**config.mk**
```make
export PLATFORM = sky130hd
export DESIGN_NAME = fmul_pipe
export DESIGN_NICKNAME = d
export VERILOG_FILES = /design/src/rtl/fpu_pkg.sv /design/src/rtl/fmul_round_pack.sv /design/src/rtl/fmul_pipe.sv
export SDC_FILE = /design/constraint.sdc
export NUM_CORES = 2
export LEC_CHECK = 0
export CAP_MARGIN = 10
export CORE_ASPECT_RATIO = 0.7
export CORE_MARGIN = 2
export CORE_UTILIZATION = 35
export CTS_BUF_LIST = sky130_fd_sc_hd__clkbuf_4 sky130_fd_sc_hd__clkbuf_8 sky130_fd_sc_hd__clkbuf_16
export CTS_CLUSTER_DIAMETER = 50
export DETAILED_ROUTE_END_ITERATION = 7
export PLACE_DENSITY = 0.65
export SETUP_SLACK_MARGIN = 0.05
export SKIP_CTS_REPAIR_TIMING = 1
export SYNTH_ARGS = -nofsm -noshare
export SYNTH_HDL_FRONTEND = slang
export SYNTH_SLANG_ARGS = --single-unit
```
**constraint.sdc**
```tcl
create_clock -name clk -period 3.35 [get_ports clk]
set_clock_uncertainty 0.15 [all_clocks]
set_input_delay 1.005 -clock clk [delete_from_list [all_inputs] [get_ports clk]]
set_output_delay 1.005 -clock clk [all_outputs]
set_load 0.01 [all_outputs]
```
**src/rtl/fpu_pkg.sv**
```systemverilog
// Shared single-precision constants, field helpers and the multiplier stage payloads.
package fpu_pkg;

    localparam int BIAS    = 127;
    localparam int EXP_MAX = 255;
    localparam int MANT_W  = 23;
    localparam int ES_W    = 10;

    // Stage-1 payload: unpacked sign/flags, biased exponent sum, two partial products.
    typedef struct packed {
        logic                   sign;
        logic                   zero;
        logic                   inf;
        logic signed [ES_W-1:0] es;
        logic [35:0]            pp_lo;
        logic [35:0]            pp_hi;
    } s1_t;

    // Stage-2 payload: normalized 24b mantissa with guard and sticky for rounding.
    typedef struct packed {
        logic                   sign;
        logic                   zero;
        logic                   inf;
        logic signed [ES_W-1:0] es;
        logic [MANT_W:0]        mant;
        logic                   guard;
        logic                   sticky;
    } s2_t;

    function automatic logic f_sign(input logic [31:0] x);
        return x[31];
    endfunction

    function automatic logic [7:0] f_exp(input logic [31:0] x);
        return x[30:23];
    endfunction

    // Mantissa with the hidden bit restored; only meaningful for normal inputs.
    function automatic logic [MANT_W:0] f_mant(input logic [31:0] x);
        return {1'b1, x[22:0]};
    endfunction

endpackage

```
**src/rtl/fmul_round_pack.sv**
```systemverilog
// Round-to-nearest-even, overflow/underflow clamping and IEEE packing of a
// normalized mantissa; purely combinational so it can sit in any final stage.
module fmul_round_pack
    import fpu_pkg::*;
(
    input  s2_t         i_s2,
    output logic [31:0] o_result
);

    logic                   w_up;
    logic [MANT_W+1:0]      w_mr;
    logic                   w_carry;
    logic [MANT_W:0]        w_mant;
    logic signed [ES_W-1:0] w_exp;

    assign w_up    = i_s2.guard && (i_s2.sticky || i_s2.mant[0]);
    assign w_mr    = {1'b0, i_s2.mant} + (MANT_W+2)'(w_up);
    assign w_carry = w_mr[MANT_W+1];
    // A carry out means the mantissa rolled over to exactly 2.0 -> 1.0 with exp+1.
    assign w_mant  = w_carry ? {1'b1, {MANT_W{1'b0}}} : w_mr[MANT_W:0];
    assign w_exp   = w_carry ? i_s2.es + 10'sd1 : i_s2.es;

    always_comb begin
        o_result = {i_s2.sign, w_exp[7:0], w_mant[MANT_W-1:0]};
        if (i_s2.inf) begin
            o_result = {i_s2.sign, 8'hFF, {MANT_W{1'b0}}};
        end else if (i_s2.zero) begin
            o_result = {i_s2.sign, 31'd0};
        end else if (w_exp >= ES_W'(EXP_MAX)) begin
            o_result = {i_s2.sign, 8'hFF, {MANT_W{1'b0}}};
        end else if (w_exp <= 10'sd0) begin
            o_result = {i_s2.sign, 31'd0};
        end
    end

endmodule

```
**src/rtl/fmul_pipe.sv**
```systemverilog
// Three-stage pipelined single-precision multiplier with valid/ready on both
// sides, a tag travelling with each operation, and a synchronous flush.
module fmul_pipe
    import fpu_pkg::*;
#(
    parameter int TAG_W = 5
) (
    input  logic             clk,
    input  logic             rstn,
    input  logic             in_valid,
    output logic             in_ready,
    input  logic [31:0]      rs1,
    input  logic [31:0]      rs2,
    input  logic [TAG_W-1:0] in_tag,
    input  logic             flush,
    output logic             out_valid,
    input  logic             out_ready,
    output logic [31:0]      rd,
    output logic [TAG_W-1:0] out_tag
);

    logic             w_adv;
    logic             r_v1, r_v2, r_v3;
    s1_t              w_s1, r_s1;
    s2_t              w_s2, r_s2;
    logic [TAG_W-1:0] r_tag1, r_tag2, r_tag3;
    logic [31:0]      r_rd;
    logic [31:0]      w_res;

    logic [7:0]       w_e1, w_e2;
    logic [MANT_W:0]  w_ma, w_mb;
    logic [47:0]      w_p;

    // The whole pipe moves as one; bubbles are carried, never squeezed out.
    assign w_adv     = !r_v3 || out_ready;
    assign in_ready  = w_adv;
    assign out_valid = r_v3;
    assign rd        = r_rd;
    assign out_tag   = r_tag3;

    assign w_e1 = f_exp(rs1);
    assign w_e2 = f_exp(rs2);
    assign w_ma = f_mant(rs1);
    assign w_mb = f_mant(rs2);

    always_comb begin
        w_s1.sign  = f_sign(rs1) ^ f_sign(rs2);
        w_s1.zero  = (w_e1 == 8'd0) || (w_e2 == 8'd0);
        w_s1.inf   = ((w_e1 == 8'hFF) && (w_e2 != 8'd0)) ||
                     ((w_e2 == 8'hFF) && (w_e1 != 8'd0));
        w_s1.es    = ES_W'(w_e1) + ES_W'(w_e2) - ES_W'(BIAS);
        w_s1.pp_lo = 36'(w_ma) * 36'(w_mb[11:0]);
        w_s1.pp_hi = 36'(w_ma) * 36'(w_mb[23:12]);
    end

    assign w_p = 48'(r_s1.pp_lo) + {r_s1.pp_hi, 12'd0};

    always_comb begin
        w_s2.sign = r_s1.sign;
        w_s2.zero = r_s1.zero;
        w_s2.inf  = r_s1.inf;
        if (w_p[47]) begin
            w_s2.es     = r_s1.es + 10'sd1;
            w_s2.mant   = w_p[47:24];
            w_s2.guard  = w_p[23];
            w_s2.sticky = |w_p[22:0];
        end else begin
            w_s2.es     = r_s1.es;
            w_s2.mant   = w_p[46:23];
            w_s2.guard  = w_p[22];
            w_s2.sticky = |w_p[21:0];
        end
    end

    fmul_round_pack u_round_pack (
        .i_s2     (r_s2),
        .o_result (w_res)
    );

    // Flush wins over advance, so an input offered alongside it is dropped.
    always_ff @(posedge clk or negedge rstn) begin
        if (!rstn) begin
            r_v1 <= 1'b0;
            r_v2 <= 1'b0;
            r_v3 <= 1'b0;
        end else if (flush) begin
            r_v1 <= 1'b0;
            r_v2 <= 1'b0;
            r_v3 <= 1'b0;
        end else if (w_adv) begin
            r_v1 <= in_valid;
            r_v2 <= r_v1;
            r_v3 <= r_v2;
        end
    end

    always_ff @(posedge clk or negedge rstn) begin
        if (!rstn) begin
            r_s1   <= '0;
            r_s2   <= '0;
            r_rd   <= 32'd0;
            r_tag1 <= '0;
            r_tag2 <= '0;
            r_tag3 <= '0;
        end else if (w_adv) begin
            r_s1   <= w_s1;
            r_s2   <= w_s2;
            r_rd   <= w_res;
            r_tag1 <= in_tag;
            r_tag2 <= r_tag1;
            r_tag3 <= r_tag2;
        end
    end

endmodule

```
# Word level (Yosys, flattened, before mapping)
# Cells that the tools add are included.
totals:
  register_bits: 174
  output_inout_bits: 39
  elab_cells: 61
  input_bits: 74
op_classes:
  eq_ne: 2
  n_addsub: 6
  n_bitwise: 1
  order_cmp: 2
  mul: 2
  n_reduce_logical: 15
  n_mux: 13
op_table:
  columns: ["cell", "n"]
  rows:
  - ["31-bit 2-to-1 mux", 4]
  - ["24-bit by 12-bit multiplier with 36-bit output", 2]
  - ["36-bit by 48-bit adder with 48-bit output", 1]
  - ["36-bit 2-to-1 mux", 1]
  - ["24-bit by 1-bit adder with 25-bit output", 1]
  - ["23-bit 2-to-1 mux", 1]
  - ["23-bit OR reduction", 1]
  - ["22-bit OR reduction", 1]
  - ["10-bit by 2-bit adder with 10-bit output, second input constant", 2]
  - ["8-bit equality test, second input constant", 2]
  - ["8-bit logical NOT", 2]
  - ["8-bit nonzero test", 2]
  - ["10-bit by 9-bit greater-or-equal comparator with 1-bit output, second input constant", 1]
  - ["10-bit by 1-bit less-or-equal comparator with 1-bit output, second input constant", 1]
  - ["10-bit 2-to-1 mux", 1]
  - ["9-bit by 7-bit subtractor with 10-bit output, second input constant", 1]
  - ["8-bit by 8-bit adder with 9-bit output", 1]
  - ["1-bit 2-to-1 mux", 6]
  - ["1-bit logical OR", 4]
  - ["1-bit logical AND", 3]
  - ["2-bit nonzero test", 1]
  - ["1-bit logical NOT", 1]
  - ["1-bit bitwise XOR", 1]

# Longest topological paths before layout
depth:
  ltp_word: 9
  depth_mapped: 23
  depth_no_buf: 21

# Hierarchy
# Synthesis repeated with hierarchy kept, for this count alone.
hier_totals:
  hier_cells: 3381
  area_unflattened_um2: 28140.7
modules_own_cells:
  columns: ["module", "n_inst", "area_each_um2", "cells_each", "seq_area_each_um2"]
  rows:
  - ["fmul_pipe", 1, 26770.7, 3171, 4354.2]
  - ["fmul_round_pack", 1, 1370.1, 210, 0.0]

# Worst setup path before layout
# Ideal clock, no wire load.
synth_path:
  path_type: "input port to flip-flop"
  startpoint: "input port rs1[1]"
  endpoint: "register r_s1[71] (netlist bit)"
  t_required_ps: 3117
  slack_ps: -3215
  stages: 21
  t_arrival_ps: 6332
  setup_time_ps: 83
  cell_sequence: "clkbuf_1 > clkbuf_1 > nand2_1 > fa_1 > fa_1 > inv_1 > fa_1 > fa_1 > inv_1 > fa_1 > inv_1 > ha_1 > a21o_1 > a21oi_1 > o2111a_1 > or4_1 > or4b_2 > a41oi_1 > o21ai_0 > xor2_1 > o21ai_0"
synth_via:
  elab_chain_len: 1
synth_lines:
  columns: ["element", "line", "rtl"]
  rows:
  - ["start, declared", "fmul_pipe.sv:12", "input logic [31:0] rs1,"]
  - ["24-bit by 12-bit multiplier with 36-bit output", "fmul_pipe.sv:52", "w_s1.pp_lo = 36'(w_ma) * 36'(w_mb[11:0]);"]
  - ["end signal, assigned", "fmul_pipe.sv:106", "r_s1 <= w_s1;"]
  - ["end, declared", "fmul_pipe.sv:24", "s1_t w_s1, r_s1;"]
# No other way between the ends.
# A chain may end at the register's enable or synchronous reset.

# Final worst setup path
layout_path:
  startpoint: "input port rs2[9]"
  endpoint: "register r_s1[70] (netlist bit)"
layout_via:
  elab_chain_len: 1
layout_lines:
  columns: ["element", "line", "rtl"]
  rows:
  - ["start, declared", "fmul_pipe.sv:13", "input logic [31:0] rs2,"]
  - ["24-bit by 12-bit multiplier with 36-bit output", "fmul_pipe.sv:52", null]
# No other way between the ends.

==> results.yml <==
run_status:
  status: "complete, but fails checks"
  violations: "setup timing"
die:
  start_util_pct: 35.4
  die-area_um2: 80100
  coreArea_um2: 77000
  fp.dieW_um: 337
  num_rows: 85
  io_pins: 113
  die_h_um: 237
critical_path:
  r2r_cells: 13
  cp-start-kind: "primary input"
  r2r_setup_slack_ps: -100
  crit_type: "in2reg"
  crit_arrival_ps: 6260
  endpoint_kind: "register"
  r2r-start: "r_s2[0]$_DFFE_PN0P_"
  required_ps: 3580
  cp_max_fo: 5
  r2r_end: "rd[1]$_DFFE_PN0P_"
timing:
  min_period_over_period_pct: 180
  fin_ws_ps: -2680
  tightest_slew_ps: 637
  maxSlewHeadroom_pct: 57.6
  slew_viol_final: 0
  grt_setup_unrepaired: "true"
  layout_min_cycle_time_ps: 6030
  whs_ps: 318
  hold_viol: 0
  max_freq_mhz: 166
  setup_viol: 86
yosys:
  synth_edf_count: 0
  synth_ff_type: "dfrtp_1"
  synth.distinct_cells: 79
  synth-xor-area-share_pct: 3.60
  syn-instance-count: 3168
  synthArstFlopShare_pct: 100
  synthesis.nets: 3874
  muxShareOfSynthArea_pct: 0.299
  synth_top_family_by_area: "adder cells"
  ys_ff_latch: 174
  synth-simple-area-share_pct: 18.2
  synth_fa_ha_area_share_pct: 41.2
  synth-compound-area-share_pct: 10.4
  syn_avg_cell_area_um2: 8.59
  syn-cell-area_um2: 27200
  yosys_warnings: 0
  ys_seq_area_share_pct: 16.0
grt:
  antenna_found_initial: 2
  track_usage_pct: 19.8
  grt_pass1_vias: 23900
  grt_pass1_wl_mm: 126
  grt_remaining_overflow: 0
  grt_max_degree: 59
final_layout:
  multi_input_area_um2: 22500
  fillCellCount: 6963
  nets: 4438
  ff_latch_area_um2: 4360
  final_util_pct: 49.7
  final_cell_mix: "nand2_1 (565), inv_1 (516), buf_4 (395)"
  n_antenna_cell: 0
  layout_commonest_cell: "nand2_1"
  areaGrowthSynthToFinish_pct: 40.5
  drive_gt1_share_pct: 30.8
  fin_cells: 4789
clock_tree:
  clock_sinks: 174
  htree_levels: 4
  cts_max_path_buffers: 2
  tritoncts: "yes"
  root_buffer: "clkbuf_16"
  clk_latency_ps: 460
  cts_buffers: 17
  clk_transition_reported_paths_ps: 70
drt:
  post-route-drc-count: 0
  drtPass1Iterations: 5
  wl_per_cell_um: 17.9
  routed_wl_mm: 85.8
  drt_iter0_markers: 1854
  ant_nets: 0
  via_per_inst: 5.00
  vias: 23900
worst_hold_path:
  hold_start: "r_tag1[0]$_DFFE_PN0P_"
  whs_endpoint: "r_tag1[0]$_DFFE_PN0P_"
  min_path_cells: 2
  hold_path_class: "reg2reg"
run:
  drv_cap: 0
placed_design:
  place_ws_ps: -3740
  dp.cells: 4606
  io_buffers: 112
  gp_congestion: 0.885
  hpwl_mm: 63.8
## sequential cells by signal (all words and copies together) (netlist names)
| signal | flops |
|---|---|
| out_valid | 1 |
| r_tag1 | 5 |
| r_tag2 | 5 |
| rd | 32 |
| out_tag | 5 |
| r_v1 | 1 |
| r_s2 | 39 |
| r_s1 | 85 |
| r_v2 | 1 |
## cells by family after synthesis
logic type | after synthesis
xor+xnor | 112
mux | 8
buf+inv | 740
simple gates | 1076
fa+ha+maj | 632
flops | 174
compound gates | 426
## worst max-delay path: stages
cell      delay, ps
buf_8            80
inv_6            40
buf_6           110
nor2_1           80
buf_4           160
fa_2            480
fa_2            600
fa_2            450
fa_1            530
inv_2            40
fa_1            520
inv_2            50
ha_4            160
a21oi_2         110
nor2_1           50
o21a_1          190
or4_4           500
a311oi_4        360
nor2_4           90
and4_4          190
or4_1           400
nand3_1          90
## synthesized netlist by cell type (all sizes together) (4+ instances only)
library cell | n | area share, %
nand2b | 10 | 0.23
and3 | 17 | 0.39
or4 | 12 | 0.34
o31a | 7 | 0.23
nor3b | 11 | 0.30
nand3b | 5 | 0.14
nor3 | 21 | 0.40
a221o | 12 | 0.44
nand4 | 23 | 0.58
a21boi | 6 | 0.18
a21oi | 105 | 1.9
a21o | 45 | 1.2
dfrtp | 174 | 16
o21bai | 6 | 0.17
nand3 | 39 | 0.72
buf | 15 | 0.35
nand2 | 629 | 8.7
o211ai | 5 | 0.14
a31oi | 21 | 0.48
o21ai | 123 | 2.6
o2111ai | 4 | 0.13
mux2i | 7 | 0.26
ha | 190 | 8.7
nor2 | 127 | 1.8
and4 | 12 | 0.39
and2 | 113 | 2.6
o31ai | 22 | 0.61
or3 | 10 | 0.23
nor4 | 25 | 0.75
inv | 590 | 8.1
a31o | 5 | 0.16
o21a | 19 | 0.52
nor2b | 13 | 0.30
xnor2 | 61 | 2.0
a221oi | 4 | 0.13
xor2 | 51 | 1.6
fa | 442 | 32
clkbuf | 135 | 1.9
a211oi | 14 | 0.40
## area by class of cell
type,instances,share of cell area (%)
clock inverter,13,0.435
inverter,590,5.83
sequential,174,11.4
tap,1044,3.42
timing repair buffer,694,18.9
multi-input combinational,2255,58.9
clock buffer,19,1.17
## through the flow
step / instance area (um2) / TNS [ps]
2_1_floorplan: 28600 / -119350
3_3_place_gp: 33500 / -192820
3_5_place_dp: 33500 / -195800
4_1_cts: 34100 / -164050
5_1_grt: 38200 / -141270
6_report: 38200 / -129110
## layer usage
metal | part of all wire (%) | wire (um) | vias up | global-route usage, %
met1 | 46 | 39100 | 12100 | 28.2
met3 | 7.9 | 6770 | 81 | 5.15
li1 | - | - | 11000 | -
met5 | 0.015 | 13 | - | 0
met4 | 1.3 | 1150 | 2 | 2.94
met2 | 45 | 38700 | 703 | 30.7
## worst max path at each step
stage	end	slack (ps)	from	cells past startpoint
floorplan	r_s1[70]$_DFFE_PN0P_	-2660	rs2[10]	19
global placement	r_s1[35]$_DFFE_PN0P_	-3680	rs1[3]	21
detailed placement	r_s1[35]$_DFFE_PN0P_	-3740	rs1[3]	21
CTS	r_s1[35]$_DFFE_PN0P_	-3260	rs1[3]	21
global route	r_s1[70]$_DFFE_PN0P_	-2780	rs1[12]	23
finish	r_s1[70]$_DFFE_PN0P_	-2680	rs2[9]	22
Power is not shown: default switching activity piles up to over one toggle a cycle in this logic, so the estimate is an artifact.
